File: src/rtl/fp_to_fixed_if.sv
// Stream bundle for the float-to-fixed converter: an input channel carrying IEEE-754 words
// and an output channel carrying the fixed-point result with its saturation/NaN flags.
interface fp_to_fixed_if #(
  parameter int OUT_W = 32
);
  logic             in_valid;
  logic             in_ready;
  logic [31:0]      ieee_in;
  logic             out_valid;
  logic             out_ready;
  logic [OUT_W-1:0] fixed_out;
  logic             sat;
  logic             nan;

  modport master (
    output in_valid, ieee_in, out_ready,
    input  in_ready, out_valid, fixed_out, sat, nan
  );

  modport slave (
    input  in_valid, ieee_in, out_ready,
    output in_ready, out_valid, fixed_out, sat, nan
  );
endinterface

File: src/rtl/fp_to_fixed.sv
// IEEE-754 single precision to two's-complement Q(INT_W).(FRAC_W) converter.
// Three valid/ready stages (unpack, shift, sign/saturate) sustain one word per cycle.
module fp_to_fixed #(
  parameter int INT_W  = 16,
  parameter int FRAC_W = 16
) (
  input  logic          clk,
  input  logic          rst,
  fp_to_fixed_if.slave  bus
);

  localparam int OUT_W = INT_W + FRAC_W;

  localparam logic [1:0] KIND_ZERO = 2'b00;
  localparam logic [1:0] KIND_NORM = 2'b01;
  localparam logic [1:0] KIND_INF  = 2'b10;
  localparam logic [1:0] KIND_NAN  = 2'b11;

  // Left shift applied to the 24-bit significand is e - 150 + FRAC_W.
  localparam logic signed [9:0] SH_OFF = 10'(FRAC_W - 150);
  // At this shift or beyond the significand's top bit lands at or above bit OUT_W.
  localparam logic signed [9:0] OVF_SH = 10'(OUT_W - 23);

  localparam logic [OUT_W-1:0] MAX_POS = {1'b0, {(OUT_W-1){1'b1}}};
  localparam logic [OUT_W-1:0] MIN_NEG = {1'b1, {(OUT_W-1){1'b0}}};

  function automatic logic [OUT_W-1:0] negate(input logic [OUT_W-1:0] val);
    return (~val) + {{(OUT_W-1){1'b0}}, 1'b1};
  endfunction

  logic             en1_s;
  logic             en2_s;
  logic             en3_s;

  logic             v1_r;
  logic             sign1_r;
  logic [1:0]       kind1_r;
  logic [7:0]       exp1_r;
  logic [23:0]      man1_r;
  logic [1:0]       kind1_s;

  logic             v2_r;
  logic             sign2_r;
  logic [1:0]       kind2_r;
  logic [OUT_W-1:0] mag2_r;
  logic             ovf2_r;
  logic signed [9:0] sh_s;
  logic signed [9:0] rsh_s;
  logic [OUT_W-1:0] mag_s;
  logic             ovf_s;

  logic             v3_r;
  logic [OUT_W-1:0] fixed_r;
  logic             sat_r;
  logic             nan_r;
  logic [OUT_W-1:0] fixed_s;
  logic             sat_s;
  logic             nan_s;

  // Stage load enables: a stage loads when empty or when its content moves on.
  always_comb begin
    en3_s = ~v3_r | bus.out_ready;
    en2_s = ~v2_r | en3_s;
    en1_s = ~v1_r | en2_s;
  end

  assign bus.in_ready  = en1_s;
  assign bus.out_valid = v3_r;
  assign bus.fixed_out = fixed_r;
  assign bus.sat       = sat_r;
  assign bus.nan       = nan_r;

  // S1 classification of the incoming word.
  always_comb begin
    kind1_s = KIND_NORM;
    if (bus.ieee_in[30:23] == 8'd0) begin
      kind1_s = KIND_ZERO;
    end else if (bus.ieee_in[30:23] == 8'hFF) begin
      kind1_s = (bus.ieee_in[22:0] != 23'd0) ? KIND_NAN : KIND_INF;
    end else begin
      kind1_s = KIND_NORM;
    end
  end

  // S1 register: unpacked sign, exponent, significand with hidden one.
  always_ff @(posedge clk) begin
    if (!rst) begin
      v1_r    <= 1'b0;
      sign1_r <= 1'b0;
      kind1_r <= KIND_ZERO;
      exp1_r  <= 8'd0;
      man1_r  <= 24'd0;
    end else if (en1_s) begin
      v1_r <= bus.in_valid;
      if (bus.in_valid) begin
        sign1_r <= bus.ieee_in[31];
        kind1_r <= kind1_s;
        exp1_r  <= bus.ieee_in[30:23];
        man1_r  <= {1'b1, bus.ieee_in[22:0]};
      end
    end
  end

  // S2 magnitude alignment; right shifts truncate toward zero.
  always_comb begin
    sh_s  = $signed({2'b00, exp1_r}) + SH_OFF;
    rsh_s = 10'sd0 - sh_s;
    mag_s = {OUT_W{1'b0}};
    ovf_s = 1'b0;
    if (kind1_r != KIND_NORM) begin
      mag_s = {OUT_W{1'b0}};
    end else if (sh_s >= OVF_SH) begin
      ovf_s = 1'b1;
    end else if (!sh_s[9]) begin
      mag_s = {{(OUT_W-24){1'b0}}, man1_r} << sh_s[6:0];
    end else if (rsh_s >= 10'sd24) begin
      mag_s = {OUT_W{1'b0}};
    end else begin
      mag_s = {{(OUT_W-24){1'b0}}, man1_r >> rsh_s[4:0]};
    end
  end

  // S2 register: aligned magnitude plus overflow marker.
  always_ff @(posedge clk) begin
    if (!rst) begin
      v2_r    <= 1'b0;
      sign2_r <= 1'b0;
      kind2_r <= KIND_ZERO;
      mag2_r  <= {OUT_W{1'b0}};
      ovf2_r  <= 1'b0;
    end else if (en2_s) begin
      v2_r <= v1_r;
      if (v1_r) begin
        sign2_r <= sign1_r;
        kind2_r <= kind1_r;
        mag2_r  <= mag_s;
        ovf2_r  <= ovf_s;
      end
    end
  end

  // S3 sign application and clamping; -2^(OUT_W-1) is representable exactly.
  always_comb begin
    fixed_s = {OUT_W{1'b0}};
    sat_s   = 1'b0;
    nan_s   = 1'b0;
    case (kind2_r)
      KIND_NAN: begin
        nan_s = 1'b1;
      end
      KIND_INF: begin
        fixed_s = sign2_r ? MIN_NEG : MAX_POS;
        sat_s   = 1'b1;
      end
      KIND_NORM: begin
        if (!sign2_r) begin
          if (ovf2_r || mag2_r[OUT_W-1]) begin
            fixed_s = MAX_POS;
            sat_s   = 1'b1;
          end else begin
            fixed_s = mag2_r;
          end
        end else begin
          if (ovf2_r || (mag2_r > MIN_NEG)) begin
            fixed_s = MIN_NEG;
            sat_s   = 1'b1;
          end else begin
            fixed_s = negate(mag2_r);
          end
        end
      end
      default: begin
        fixed_s = {OUT_W{1'b0}};
      end
    endcase
  end

  // S3 output register; holds while the consumer stalls.
  always_ff @(posedge clk) begin
    if (!rst) begin
      v3_r    <= 1'b0;
      fixed_r <= {OUT_W{1'b0}};
      sat_r   <= 1'b0;
      nan_r   <= 1'b0;
    end else if (en3_s) begin
      v3_r <= v2_r;
      if (v2_r) begin
        fixed_r <= fixed_s;
        sat_r   <= sat_s;
        nan_r   <= nan_s;
      end
    end
  end

endmodule
File: src/flat_wrapper.sv
// flat-port wrapper written by rule: the top's interface ports become plain ports
module fp_to_fixed_flat 
#(
  parameter int INT_W  = 16,
  parameter int FRAC_W = 16
)
  (clk, rst, bus_in_valid, bus_ieee_in, bus_out_ready, bus_in_ready, bus_out_valid, bus_fixed_out, bus_sat, bus_nan);
  fp_to_fixed_if bus_i ();
  input  logic clk;
  input  logic rst;
  input wire logic [$bits(bus_i.in_valid)-1:0] bus_in_valid;
  input wire logic [$bits(bus_i.ieee_in)-1:0] bus_ieee_in;
  input wire logic [$bits(bus_i.out_ready)-1:0] bus_out_ready;
  output wire logic [$bits(bus_i.in_ready)-1:0] bus_in_ready;
  output wire logic [$bits(bus_i.out_valid)-1:0] bus_out_valid;
  output wire logic [$bits(bus_i.fixed_out)-1:0] bus_fixed_out;
  output wire logic [$bits(bus_i.sat)-1:0] bus_sat;
  output wire logic [$bits(bus_i.nan)-1:0] bus_nan;
  assign bus_i.in_valid = bus_in_valid;
  assign bus_i.ieee_in = bus_ieee_in;
  assign bus_i.out_ready = bus_out_ready;
  assign bus_in_ready = bus_i.in_ready;
  assign bus_out_valid = bus_i.out_valid;
  assign bus_fixed_out = bus_i.fixed_out;
  assign bus_sat = bus_i.sat;
  assign bus_nan = bus_i.nan;
  fp_to_fixed #(.INT_W(INT_W), .FRAC_W(FRAC_W)) u_core (.clk(clk), .rst(rst), .bus(bus_i));
endmodule
File: config.mk
export PLATFORM = sky130hd
export DESIGN_NAME = fp_to_fixed_flat
export DESIGN_NICKNAME = d
export VERILOG_FILES = /design/src/rtl/fp_to_fixed_if.sv /design/src/rtl/fp_to_fixed.sv /design/src/flat_wrapper.sv
export SDC_FILE = /design/constraint.sdc
export NUM_CORES = 1
export LEC_CHECK = 0
export ABC_AREA = 1
export ABC_CLOCK_PERIOD_IN_PS = 3300
export CORE_MARGIN = 2
export CORE_UTILIZATION = 30
export DETAILED_ROUTE_END_ITERATION = 8
export DONT_BUFFER_PORTS = 1
export GPL_ROUTABILITY_DRIVEN = 1
export MAX_ROUTING_LAYER = met4
export SYNTH_ARGS = -nofsm -noshare
export SYNTH_HDL_FRONTEND = slang
export SYNTH_SLANG_ARGS = --single-unit
File: constraint.sdc
create_clock -name clk -period 3.3 [get_ports clk]
set_input_delay 0.165 -clock clk [delete_from_list [all_inputs] [get_ports clk]]
set_output_delay 0.165 -clock clk [all_outputs]
set_load 0.01 [all_outputs]
## Word level (Yosys, flattened, before mapping)

Index checks and enable logic that the tools add are counted.

- Register bits: 108
- Word-level logic and storage cells: 60

- $add $sub $neg: 3
- $lt $le $gt $ge: 3
- Equality and inequality tests: 5
- Shifts and indexed selects: 2
- Mux-type cells: 19
- Bitwise gates (word level): 7
- Reductions and logical operators: 7

Operators by type and width:

| kind | number |
|---|---|
| $mux W32 | 7 |
| $pmux W32 S2 | 1 |
| $add A32 B1 Y32 const B | 1 |
| $gt A32 B32 Y1 const B | 1 |
| $not A32 Y32 | 1 |
| $shl A24 B7 Y32 | 1 |
| $mux W24 | 1 |
| $shr A24 B5 Y24 | 1 |
| $reduce_bool A23 Y1 | 1 |
| $add A9 B9 Y10 const B | 1 |
| $ge A10 B5 Y1 const B | 1 |
| $ge A10 B6 Y1 const B | 1 |
| $sub A1 B10 Y10 const A | 1 |
| $eq A8 B8 Y1 const B | 1 |
| $logic_not A8 Y1 | 1 |
| $mux W1 | 7 |
| $reduce_and A2 Y1 | 3 |
| $eq A2 B2 Y1 const B | 2 |
| $mux W2 | 2 |
| $not A1 Y1 | 3 |
| $or A1 B1 Y1 | 3 |
| $eq A2 B1 Y1 const B | 1 |
| $logic_or A1 B1 Y1 | 2 |
| $ne A2 B1 Y1 const B | 1 |
| $pmux W1 S2 | 1 |

## Longest topological paths before layout

- Depth in word-level cells: 7
- Mapped depth: 19
- Depth with buffers taken out: 16

## Least setup slack after synthesis

Ideal clock, no wire load.

- Path kind: register to register
- From: reg u_core.exp1_r[0]
- To: reg u_core.mag2_r[11]
- Arrival time: 2.376 ns
- Data required time: 3.230 ns
- Slack: 0.853 ns
- Cell stages (with the launch flop): 17
- Path buffers: 4
- Period minus slack after synthesis: 2.447 ns
- Path through: dfxtp_1 > inv_2 > buf_2 > buf_2 > ha_1 > clkbuf_1 > inv_1 > clkbuf_1 > mux2i_1 > nand2_1 > o21ai_0 > o21ai_0 > nor2_1 > nand2_1 > o21ai_0 > nand2_1 > a21oi_1

- Cells in the longest elaborated chain, start to end: 7

Ends and longest elaborated chain:

| element | line | RTL |
|---|---|---|
| start, declared | fp_to_fixed.sv:38 | `logic [7:0] exp1_r;` |
| start signal, assigned | fp_to_fixed.sv:98 | `exp1_r <= bus.ieee_in[30:23];` |
| $add A9 B9 Y10 * | fp_to_fixed.sv:106 | `sh_s = $signed({2'b00, exp1_r}) + SH_OFF;` |
| $sub A1 B10 Y10 | fp_to_fixed.sv:107 | `rsh_s = 10'sd0 - sh_s;` |
| $ge A10 B6 Y1 / $shr A24 B5 Y24 (equally long branches) | fp_to_fixed.sv:116, fp_to_fixed.sv:119 |  |
| $mux W24 | fp_to_fixed.sv:116 | `end else if (rsh_s >= 10'sd24) begin` |
| $mux W32 | fp_to_fixed.sv:114 | `end else if (!sh_s[9]) begin` |
| $mux W32 * | fp_to_fixed.sv:112 | `end else if (sh_s >= OVF_SH) begin` |
| $mux W32 * | fp_to_fixed.sv:110 | `if (kind1_r != KIND_NORM) begin` |
| end signal, assigned | fp_to_fixed.sv:129 | `mag2_r <= {OUT_W{1'b0}};` |
| end signal, assigned | fp_to_fixed.sv:136 | `mag2_r <= mag_s;` |
| end, declared | fp_to_fixed.sv:45 | `logic [OUT_W-1:0] mag2_r;` |

Mark *: on every way between the ends. The rest lies on a longest branch, timed or not.
A chain may end at the register's enable or synchronous reset.

## Worst setup path after layout

- From: reg u_core.mag2_r[0]
- To: reg u_core.fixed_r[22], in the netlist u_core.bus.fixed_out[22]

- Cells in the longest elaborated chain, start to end: 5

Ends and longest elaborated chain:

| element | line | RTL |
|---|---|---|
| $not A32 Y32 / $gt A32 B32 Y1 (equally long branches) | fp_to_fixed.sv:28, fp_to_fixed.sv:164 |  |
| $add A32 B1 Y32 / $logic_or A1 B1 Y1 (equally long branches) | fp_to_fixed.sv:28, fp_to_fixed.sv:164 |  |
| $mux W32 * | fp_to_fixed.sv:164 | `if (ovf2_r \|\| (mag2_r > MIN_NEG)) begin` |
| $mux W32 * | fp_to_fixed.sv:156 | `if (!sign2_r) begin` |
| $pmux W32 S2 * | fp_to_fixed.sv:147 | `case (kind2_r)` |
| end signal, assigned | fp_to_fixed.sv:182 | `fixed_r <= {OUT_W{1'b0}};` |
| end signal, assigned | fp_to_fixed.sv:188 | `fixed_r <= fixed_s;` |
| end, declared | fp_to_fixed.sv:53 | `logic [OUT_W-1:0] fixed_r;` |

Marked as above.

==> flow_metrics.tcl <==
set metrics [dict create \
    run_status "completed" \
    period_share_pct 85.09 \
    synth_common_cells "nand2_1, nand3_1, a21oi_1" \
    arrival_ns 3.09 \
    grt_pass1_wl_mm 46.91 \
    drt-wirelength-per-cell_um 16.50 \
    utilization_pct 33.74 \
    antenna_found_initial 0 \
    gp_congestion 0.9630 \
    hp-class "primary input to flop" \
    hold_viol 0 \
    rsz0062_at_grt "false" \
    die-area_um2 29040 \
    yosysSeqAreaShare_pct 26.03 \
    clkLatencyLatePin_ns 0.38 \
    vdd_ir_drop_max_mv 0.2455 \
    start_util_pct 30.65 \
    endpoint_kind "flop" \
    io_pins 72 \
    crit_required_ns 3.59 \
    grt_overflow 0 \
    final_max_slew_viol_count 0 \
    wl_met3_mm 1.831 \
    fin_skew_ns 0.02000 \
    yosys.cell_types.count 40 \
    cp_cell_sequence "inv_1 > ha_1 > nand3_2 > nor2_2 > nand2_1 > o21ai_2 > nand2_1 > inv_2 > nand2_1 > a21oi_1 > o21ai_0 > a21oi_1" \
    drive_gt1_share_pct 6.331 \
    synth_edf_count 0 \
    h-tree-depth 3 \
    setup_slack_ns 0.4921 \
    dr_wl_met2_mm 12.96 \
    path_class "flop to flop" \
    rows 60 \
    cts_tree "done" \
    critPathMaxFanout 20 \
    synth_cells 1414 \
    static-leakage-power_uw 0.003617 \
    place_ws_ns 0.5650 \
    totalNegativeSetupSlack_ns 0 \
    via_per_inst 5.382 \
    grt_util_all_layers_pct 20.77 \
    drt-met1-wl_mm 13.59 \
    die_x_um 170.4 \
    vias 9483 \
    startpoint_type "flop" \
    dpl.hpwl_mm 21.79 \
    synth_seq_cells 108 \
    cts.path.max_buffers 2 \
    synth_area_per_cell_um2 5.875 \
    synth_top_area_share_pct 26.03 \
    yosys.area.top_type "dfxtp_1" \
    fp.coreArea_um2 27100 \
    ys.warnings.count 0 \
    grt_max_degree 54 \
    fmax_ghz 0.3561 \
    critPathBufInv 2 \
    post-route-min-period_ns 2.808 \
    dp.cells 1723 \
    first_pass_iters 6 \
    cpMaxStageDelayCell "nand2_1" \
    max_stage_delay_ns 0.47 \
    synthTopCellsByArea "dfxtp_1, nand2_1, nand3_1" \
    cts.repair.resized 0 \
    drv_cap 0 \
    tightest_slew_ns 0.9084 \
    drt-initial-drc-count 990 \
    layoutNonFillerInstCount 1762 \
    ant_nets 0 \
    port_buffers 0 \
    synth_fp_nets 1459 \
    die_h_um 170.4 \
    highest_layer "met4" \
    regToRegSetupSlack_ns 0.49 \
    grt_pass1_vias 8821 \
    slew_headroom_pct 39.24 \
    ys.flop_type "dfxtp_1" \
    syn_area_um2 8307 \
    cts_inserted_buffers 9 \
    fill_cells 3098 \
    diodes 0 \
    remaining_drc_errors 0 \
    cts_sinks 108 \
    p_per_area_nw_per_um2 422.9 \
    async_flop_share_pct 0 \
    setup_viol 0 \
    cpMostUsedCell "nand2_1" \
    routed_wirelength_mm 29.07 \
    path_delay_family "simple AND/OR/NAND/NOR gates" \
    clkTransAtPathRegs_ns 0.09 \
    final_net_count 1430 \
    flow.area_growth_from_synthesis_pct 10.06 \
    cts-root-buf "clkbuf_16" \
    yosysMostFrequentCell "nand2_1" \
]
worst reg2reg max path, cell delays in order, from the launching register on:
cell and delay (ns):
dfxtp_1 0.32, inv_1 0.15, ha_1 0.25, nand3_2 0.17
nor2_2 0.21, nand2_1 0.12, o21ai_2 0.18, nand2_1 0.47
inv_2 0.40, nand2_1 0.10, a21oi_1 0.11, o21ai_0 0.13
a21oi_1 0.13
repair_timing:
| action | in CTS | in global routing |
|---|---|---|
| setup endpoints to repair | 0 | 0 |
| hold buffers | 23 | 0 |
| endpoints found under the hold margin | 34 | 0 |
| setup buffers | 0 | 0 |
routing by layer:
layer | global-route usage (%) | vias up
li1 | - | 4674
met1 | 28.37 | 4418
met2 | 31.99 | 340
met3 | 2.837 | 51
met4 | 5.946 | 0
met5 | - | -
placed cells by master (no fill, tap or decap), types with 2 or more instances in the layout:
cell type / Yosys / routed
mux2i_1: 2 / 2
clkinv_8: 0 / 2
dlygate4sd3_1: 0 / 23
nand2_1: 358 / 358
nand4_1: 22 / 22
o21ai_1: 12 / 12
nor4_1: 8 / 8
nand2_2: 10 / 10
a21oi_1: 169 / 169
inv_2: 13 / 13
and2_1: 3 / 3
nand3_1: 190 / 190
ha_1: 9 / 9
inv_1: 77 / 77
nand3_2: 4 / 4
dfxtp_1: 108 / 108
buf_4: 4 / 28
a31oi_1: 2 / 2
a211oi_1: 2 / 2
nor2_1: 133 / 133
nand2_4: 2 / 2
xor2_1: 19 / 19
clkinv_1: 2 / 2
nor3b_1: 3 / 3
xnor2_1: 6 / 6
o211ai_1: 22 / 22
inv_6: 0 / 2
nor2_4: 5 / 5
clkbuf_16: 0 / 9
nor2_2: 4 / 4
or2_2: 4 / 4
nor3_1: 12 / 12
o21ai_0: 115 / 115
per-stage QoR:
| step | hold WS [ns] | total power [uW] | cell area, um2 |
|---|---|---|---|
| 2_1_floorplan | 0.3135 | 2304 | 8307 |
| 3_3_place_gp | 0.3097 | 2607 | 8587 |
| 3_5_place_dp | 0.3109 | 2602 | 8587 |
| 4_1_cts | 0.0002295 | 3862 | 9143 |
| 5_1_grt | 0.02981 | 4079 | 9143 |
| 6_report | 0.008285 | 3866 | 9143 |
sequential cells by signal, indices dropped and copies added (netlist names):
signal and count:
u_core.bus.sat 1, u_core.sign1_r 1, u_core.man1_r 24, u_core.bus.out_valid 1
u_core.kind2_r 2, u_core.kind1_r 2, u_core.ovf2_r 1, u_core.bus.fixed_out 32
u_core.mag2_r 32, u_core.v2_r 1, u_core.exp1_r 8, u_core.v1_r 1
u_core.bus.nan 1, u_core.sign2_r 1
path summary, 6_finish.rpt:
check                                                   start                                     to  depth (start not counted)
worst max-delay path            u_core.mag2_r[0]$_SDFFE_PN0P_  u_core.bus.fixed_out[22]$_SDFFE_PN0P_                         12
worst min-delay path                          bus_ieee_in[24]          u_core.exp1_r[1]$_SDFFE_PN0P_                          2
worst max register to register  u_core.mag2_r[0]$_SDFFE_PN0P_  u_core.bus.fixed_out[22]$_SDFFE_PN0P_                         12
worst min register to register  u_core.mag2_r[0]$_SDFFE_PN0P_          u_core.mag2_r[0]$_SDFFE_PN0P_                          2
report_power, final:
group          internal [uW]  leakage [uW]  total (uW)  switching (uW)
clock                    617      0.000158        1240             621
sequential              1340      0.000880        1380            34.3
combinational            376       0.00258        1250             876
area by class of cell:
class | count | area, um2 | area share [%]
clock buffer | 9 | 225.2 | 2.463
clock inverter | 7 | 100.1 | 1.095
inverter | 92 | 345.3 | 3.777
multi-input combinational | 1123 | 5404 | 59.11
sequential | 108 | 2162 | 23.65
tap | 372 | 465.4 | 5.091
timing repair buffer | 51 | 440.4 | 4.817
logic make-up after synthesis:
group                    count (synthesis)  share of synthesized area, %
multiplexers                             2                        0.2410
flip-flops                             108                         26.03
AO/OA/AOI/OAI                          326                         20.52
buffers and inverters                  183                         8.917
AND/OR/NAND/NOR                        761                         40.31
XOR/XNOR                                25                         2.636
adder cells (fa/ha/maj)                  9                         1.356
Power figures use the tool's default switching activity.
